## src/rtl/wb_regfile_pkg.sv

```systemverilog
// Shared pipeline package: default datapath widths and the hard-wired zero register.
package wb_regfile_pkg;

    localparam int unsigned DEF_DATA_W = 32;
    localparam int unsigned DEF_ADDR_W = 5;

    // Architectural register that always reads zero and ignores writes.
    localparam int unsigned REG_ZERO = 0;

endpackage

```

## src/rtl/wb_regfile_if.sv

```systemverilog
// Writeback/decode bus between the MEM/WB stage, the decode stage and the register file.
interface wb_regfile_if #(
    parameter int unsigned DATA_W = wb_regfile_pkg::DEF_DATA_W,
    parameter int unsigned ADDR_W = wb_regfile_pkg::DEF_ADDR_W
);

    logic              RFWEW;
    logic              MtoRFSelW;
    logic [DATA_W-1:0] DMOutW;
    logic [DATA_W-1:0] ALUOutW;
    logic [ADDR_W-1:0] rtdW;
    logic [ADDR_W-1:0] rsD;
    logic [ADDR_W-1:0] rtD;
    logic [DATA_W-1:0] RD1D;
    logic [DATA_W-1:0] RD2D;
    logic [DATA_W-1:0] ResultW;

    // Pipeline side: drives writeback and read addresses, consumes read data.
    modport master (
        output RFWEW, MtoRFSelW, DMOutW, ALUOutW, rtdW, rsD, rtD,
        input  RD1D, RD2D, ResultW
    );

    // Register-file side.
    modport slave (
        input  RFWEW, MtoRFSelW, DMOutW, ALUOutW, rtdW, rsD, rtD,
        output RD1D, RD2D, ResultW
    );

endinterface

```

## src/rtl/wb_regfile_rf_core.sv

```systemverilog
// rf_core: 2-read/1-write register array with asynchronous clear and a read-only zero register.
module rf_core
    import wb_regfile_pkg::*;
#(
    parameter int unsigned DATA_W = DEF_DATA_W,
    parameter int unsigned ADDR_W = DEF_ADDR_W
) (
    input  logic              clk_i,
    input  logic              rst_i,
    input  logic              we_i,
    input  logic [ADDR_W-1:0] waddr_i,
    input  logic [DATA_W-1:0] wdata_i,
    input  logic [ADDR_W-1:0] raddr1_i,
    input  logic [ADDR_W-1:0] raddr2_i,
    output logic [DATA_W-1:0] rdata1_o,
    output logic [DATA_W-1:0] rdata2_o
);

    localparam int unsigned NumRegs = 2 ** ADDR_W;

    logic [DATA_W-1:0] mem_q [NumRegs];

    // Storage: reset clears everything at once; address zero is never written.
    always_ff @(posedge clk_i or posedge rst_i) begin
        if (rst_i) begin
            for (int i = 0; i < NumRegs; i++) begin
                mem_q[i] <= '0;
            end
        end else if (we_i && (waddr_i != ADDR_W'(REG_ZERO))) begin
            mem_q[waddr_i] <= wdata_i;
        end
    end

    // Combinational read ports; address zero is forced to zero.
    always_comb begin
        rdata1_o = (raddr1_i == ADDR_W'(REG_ZERO)) ? '0 : mem_q[raddr1_i];
        rdata2_o = (raddr2_i == ADDR_W'(REG_ZERO)) ? '0 : mem_q[raddr2_i];
    end

endmodule

```

## src/rtl/wb_regfile.sv

```systemverilog
// wb_regfile: writeback result mux plus register file.
// Optional macro WB_RF_BYPASS_EN forwards the writeback result to a matching read port in the
// same cycle; without it the reads return stored values only.
module wb_regfile
    import wb_regfile_pkg::*;
#(
    parameter int unsigned DATA_W = DEF_DATA_W,
    parameter int unsigned ADDR_W = DEF_ADDR_W
) (
    input  logic         CLK,
    input  logic         RST,
    wb_regfile_if.slave  bus
);

    logic [DATA_W-1:0] result;
    logic [DATA_W-1:0] core_rd1;
    logic [DATA_W-1:0] core_rd2;

    // Writeback result select: memory data or ALU result.
    always_comb begin
        result = bus.MtoRFSelW ? bus.DMOutW : bus.ALUOutW;
    end

    rf_core #(
        .DATA_W (DATA_W),
        .ADDR_W (ADDR_W)
    ) u_rf_core (
        .clk_i    (CLK),
        .rst_i    (RST),
        .we_i     (bus.RFWEW),
        .waddr_i  (bus.rtdW),
        .wdata_i  (result),
        .raddr1_i (bus.rsD),
        .raddr2_i (bus.rtD),
        .rdata1_o (core_rd1),
        .rdata2_o (core_rd2)
    );

`ifdef WB_RF_BYPASS_EN
    logic fwd_valid;

    // Write-through forwarding; suppressed in reset so reads stay zero.
    always_comb begin
        fwd_valid = !RST && bus.RFWEW && (bus.rtdW != ADDR_W'(REG_ZERO));
        bus.RD1D  = (fwd_valid && (bus.rtdW == bus.rsD)) ? result : core_rd1;
        bus.RD2D  = (fwd_valid && (bus.rtdW == bus.rtD)) ? result : core_rd2;
    end
`else
    // Stored values only; hazards are resolved by the hazard unit.
    always_comb begin
        bus.RD1D = core_rd1;
        bus.RD2D = core_rd2;
    end
`endif

    // Expose the selected writeback value.
    always_comb begin
        bus.ResultW = result;
    end

endmodule

```

## src/flat_wrapper.sv

```systemverilog
// flat-port wrapper written by rule: the top's interface ports become plain ports
module wb_regfile_flat import wb_regfile_pkg::*;
#(
    parameter int unsigned DATA_W = DEF_DATA_W,
    parameter int unsigned ADDR_W = DEF_ADDR_W
)
  (CLK, RST, bus_RFWEW, bus_MtoRFSelW, bus_DMOutW, bus_ALUOutW, bus_rtdW, bus_rsD, bus_rtD, bus_RD1D, bus_RD2D, bus_ResultW);
  wb_regfile_if #(.DATA_W(DATA_W), .ADDR_W(ADDR_W)) bus_i ();
  input  logic CLK;
  input  logic RST;
  input wire logic [$bits(bus_i.RFWEW)-1:0] bus_RFWEW;
  input wire logic [$bits(bus_i.MtoRFSelW)-1:0] bus_MtoRFSelW;
  input wire logic [$bits(bus_i.DMOutW)-1:0] bus_DMOutW;
  input wire logic [$bits(bus_i.ALUOutW)-1:0] bus_ALUOutW;
  input wire logic [$bits(bus_i.rtdW)-1:0] bus_rtdW;
  input wire logic [$bits(bus_i.rsD)-1:0] bus_rsD;
  input wire logic [$bits(bus_i.rtD)-1:0] bus_rtD;
  output wire logic [$bits(bus_i.RD1D)-1:0] bus_RD1D;
  output wire logic [$bits(bus_i.RD2D)-1:0] bus_RD2D;
  output wire logic [$bits(bus_i.ResultW)-1:0] bus_ResultW;
  assign bus_i.RFWEW = bus_RFWEW;
  assign bus_i.MtoRFSelW = bus_MtoRFSelW;
  assign bus_i.DMOutW = bus_DMOutW;
  assign bus_i.ALUOutW = bus_ALUOutW;
  assign bus_i.rtdW = bus_rtdW;
  assign bus_i.rsD = bus_rsD;
  assign bus_i.rtD = bus_rtD;
  assign bus_RD1D = bus_i.RD1D;
  assign bus_RD2D = bus_i.RD2D;
  assign bus_ResultW = bus_i.ResultW;
  wb_regfile #(.DATA_W(DATA_W), .ADDR_W(ADDR_W)) u_core (.CLK(CLK), .RST(RST), .bus(bus_i));
endmodule
```

## config.mk

```make
export PLATFORM = sky130hd
export DESIGN_NAME = wb_regfile_flat
export DESIGN_NICKNAME = d
export VERILOG_FILES = /design/src/rtl/wb_regfile_pkg.sv /design/src/rtl/wb_regfile_if.sv /design/src/rtl/wb_regfile_rf_core.sv /design/src/rtl/wb_regfile.sv /design/src/flat_wrapper.sv
export SDC_FILE = /design/constraint.sdc
export NUM_CORES = 2
export LEC_CHECK = 0
export BUFFER_PORTS_ARGS = -buffer_cell sky130_fd_sc_hd__buf_2
export CAP_MARGIN = 5
export CORE_UTILIZATION = 40
export CTS_CLUSTER_DIAMETER = 60
export DETAILED_ROUTE_END_ITERATION = 6
export GPL_TIMING_DRIVEN = 1
export MAX_ROUTING_LAYER = met4
export PLACE_DENSITY_LB_ADDON = 0.08
export SYNTH_ARGS = -nofsm -noshare
export SYNTH_HDL_FRONTEND = slang
export SYNTH_HIERARCHICAL = 1
export SYNTH_SLANG_ARGS = --single-unit
```

## constraint.sdc

```tcl
create_clock -name CLK -period 80.3 [get_ports CLK]
set_clock_uncertainty 0.15 [all_clocks]
set_input_delay 4.015 -clock CLK [delete_from_list [all_inputs] [get_ports CLK]]
set_output_delay 4.015 -clock CLK [all_outputs]
set_load 0.1 [all_outputs]
```

==> run summary <==
The run finished, with violations left. The final reports fail on DRC. The register with the most flip-flops in the final layout is u_core/u_rf_core/mem_q. The areal power density over the cells came out at 27.12 mW/mm². The number of H-tree branching levels is 3, and the initial core utilization is 40.24%.

After synthesis, the cell types taking the most area are sky130_fd_sc_hd__dfrtp_1 (46%), sky130_fd_sc_hd__mux2_2 (21%), sky130_fd_sc_hd__mux4_2 (16%). The Yosys step of the flow raised 6 warnings. The logs give 1.665 mW for the total power draw and 121 for the CTS buffer count.

After synthesis the netlist holds a flip-flop and latch count of 1024. In this run, placement finished with an instance count of 5368. The length of the first detailed-routing pass in iterations was 7; the area added between synthesis and finish was 11.15%. On the worst path, the slowest cell contributes a delay of 880 ps.

At the pin with the least slew margin, the transition time is 1339 ps. Across the run, the number of max-cap violations was 0. The leakage dissipation was 26.72 nW; the net switching share of the total power was 30.35%. The layout has 11920 filler cells.

The final global-route overflow total is 0, and the total length of routed wires is 208.2 mm. The run gives 0 as the final antenna-violating net count. The relative slew slack is 10.74%, and the count of buffers inserted at the top-level ports is 178.

The most prevalent standard cell on the critical path is sky130_fd_sc_hd__buf_4. STA classifies the critical path endpoint as an output port. Register clock-pin slew on the reported worst setup and hold paths: 60 ps. In this run the count of I/O pins placed on the die edge is 179. After detailed routing, the number of remaining DRC violations is 3.

Design internal power: 1.160 mW. The count of cells in the finished layout, fillers not included, comes to 5596. The number of global-route vias before repair was 38141; the area share of the largest cell type after synthesis was 46.37%. The final critical delay including setup and external delays came out at 13500 ps. Among all flip-flop cells after synthesis, the most frequent one is sky130_fd_sc_hd__dfrtp_1. For the arrival time reported for the critical path endpoint, the log shows 9330 ps. Setup repair after global routing left no endpoint under its margin.

Of the cells placed in the final design, the portion with a size suffix greater than 1 is 52.50%. Synthesis produced 3728 cells. Across the VDD grid, the largest voltage drop is 0.01878 mV.

The root buffer cell chosen for the clock tree is sky130_fd_sc_hd__clkbuf_16. The clock passes through at most 3 buffers. Counting flops with a built-in enable in the synthesized netlist gives 0. In this run the worst path has a maximum fanout of 101.

The tightest min-delay check is of the reg2reg type. The number of nets in the layout was 3780; the maximum clock rate was 74.09 MHz. The combinational share of power came out at 23.1%. In this run, flip-flops and latches consume 42.2% of the power.

The vertical die dimension came out at 373.7 µm. The slowest library cell on the worst path was sky130_fd_sc_hd__buf_4. Summed over all failing endpoints, the final setup total negative slack is 0 ps. For the required time of the critical path, the log shows 76130 ps. The clock network burns 34.7% of the power.

Gates resized during post-CTS repair numbered 0. Later-pin clock latency in the skew report: 720 ps. The number of different library cells used by synthesis comes to 48. The die covers 0.1396 mm². The logs give 0 for the hold violation total from the final report and 295.4 mm for the first-pass GRT wire length.

Buffers added to address setup during post-CTS repair amount to 0. The last weighted congestion value of the routability-driven placer was 0.8411; the vias after detailed routing was 36598. Mean post-synth cell area: 14.82 µm².

Summed over all instances, the cell type with the most area after synthesis is sky130_fd_sc_hd__dfrtp_1. The worst setup path is of the in2out kind. In the finished design, the share of the clock period the worst path needs comes to 16.81%. Entering global routing, the biggest net connects 183 pins. TritonCTS built the clock tree. The run gives 0 as the max-slew violation count. The number of flip-flops under the largest register name is 1024.

The run gives 10 as the initial antenna violation count. Measured along the x axis, the die boundary spans 373.7 µm. After detailed routing, the number of vias per cell comes to 6.540. The setup violation total in the final timing report is 0, and the quantity of hold-fixing buffers added after cts is 0. In the final routed layout, each cell accounts on average for 37.21 µm. The core region is 0.1373 mm². The number of nets handed over by synthesis was 3811.

The run gives 136 as the floorplan row count. The tightest hold path in the finished design has a slack of 249.1 ps. The signal on the critical path passes through buf_8 > buf_4 > buf_4 > buf_4 > mux4_2 > nor2b_1 > a211oi_1 > nor4_1 > buf_2.

The largest registers in the layout are u_core/u_rf_core/mem_q (1024). Clock sink total: 1024. The tools report the combined global-route utilization of all metal layers as 30.62%.

The share of the Yosys chip area taken by registers is 46.37%. The tools report the power spent charging and discharging nets as 505.5 µW. The startpoint type of the worst setup path was a primary input. After the first detailed-routing iteration, the DRC count stood at 3633. The cell area that synthesis handed to floorplanning was 0.05526 mm².

Detailed placement ended at an HPWL of 114.6 mm. The fraction of registers with async set or reset after synthesis was 100.0%.
-- metrics by stage --
stage,setup WS (ps),utilization (%),area (µm²)
floorplan,47320,-,55260
global placement,66910,41.68,57240
detailed placement,66850,41.69,57250
CTS,66850,44.72,61400
global route,66740,44.72,61410
finish,66800,44.72,61410
-- cells in the mapped netlist, drive strengths merged, types with 2 or more instances --
master   number
a2111oi      32
a211oi       37
a21oi        43
a221oi        3
a22o         42
a22oi        77
a311oi        8
a31oi         4
and2         19
and3          2
buf         202
clkbuf      229
dfrtp      1024
inv           2
mux2       1069
mux2i       271
mux4        397
nand2        41
nand3        12
nand3b        6
nor2         21
nor2b        42
nor3         33
nor3b         4
nor4         17
o211a         2
o221ai       21
o22ai        40
o32ai        16
or2           2
or3b          3
-- worst max-delay path: cells and delay by family --
family                 cells  cell delay (ps)
and+or+nand+nor            2              910
muxes                      1              350
AOI/OAI and AO/OA          1               80
buffers and inverters      5             3830
-- routing by layer --
layer  vias up  track usage [%]  wire length [µm]
met5         -                -                 0
met4         0            12.09              8310
met3       401            5.804             16530
met2      1750            45.10             94160
met1     20114            41.74             89240
li1      14333                -                 -
-- kinds of logic after synthesis --
group / synth area share (%)
buffers and inverters: 4.099
and+or+nand+nor: 2.024
muxes: 43.08
DFF: 46.37
AOI/OAI and AO/OA: 4.422
-- area by class of cell --
class,instances,area (µm²),share of cell area [%]
Multi-Input combinational cell,2270,27630,44.98
Inverter,3,18.77,0.03056
Timing Repair Buffer,277,1738,2.830
Tap cell,1794,2245,3.655
Clock inverter,45,551.8,0.8985
Antenna cell,4,10.01,0.01630
Sequential cell,1024,25620,41.72
Clock buffer,179,3601,5.863
-- layout by cell type, fill, tap and decap left out, drive strengths merged, types with 26 or more instances in the layout --
master / Yosys / final
a2111oi: 32 / 32
a211oi: 37 / 37
a21oi: 43 / 43
a22o: 42 / 42
a22oi: 77 / 77
buf: 202 / 277
clkbuf: 229 / 179
clkinv: 1 / 26
dfrtp: 1024 / 1024
mux2: 1069 / 1069
mux2i: 271 / 271
mux4: 397 / 397
nand2: 41 / 41
nor2b: 42 / 42
nor3: 33 / 33
o22ai: 40 / 40
-- power by group through the flow --
| stage | Sequential (mW) | Combinational, mW | Clock [mW] |
|---|---|---|---|
| after global placement | 0.701 | 0.374 | 0 |
| after CTS | 0.701 | 0.385 | 0.587 |
| after detailed placement | 0.710 | 0.383 | 0 |
| after global routing | 0.716 | 0.406 | 0.607 |
| final | 0.703 | 0.385 | 0.577 |
| after floorplan | 0.681 | 0.309 | 0 |
-- path summary, 6_finish.rpt --
kind / slack (ps) / start / endpoint / depth (start not counted)
max: 66800 / bus_rtD[2] / bus_RD2D[21] / 9
min: 250 / u_core/u_rf_core/mem_q[1003]$_DFFE_PP0P_ / u_core/u_rf_core/mem_q[1003]$_DFFE_PP0P_ / 0
max reg2reg: 79330 / u_core/u_rf_core/mem_q[947]$_DFFE_PP0P_ / u_core/u_rf_core/mem_q[947]$_DFFE_PP0P_ / 1
min reg2reg: 250 / u_core/u_rf_core/mem_q[1003]$_DFFE_PP0P_ / u_core/u_rf_core/mem_q[1003]$_DFFE_PP0P_ / 0
max in group asynchronous: 73250 / RST / u_core/u_rf_core/mem_q[768]$_DFFE_PP0P_ / 5
min in group asynchronous: 3320 / RST / u_core/u_rf_core/mem_q[244]$_DFFE_PP0P_ / 2
No activity file was read; power rests on OpenSTA's default activity.
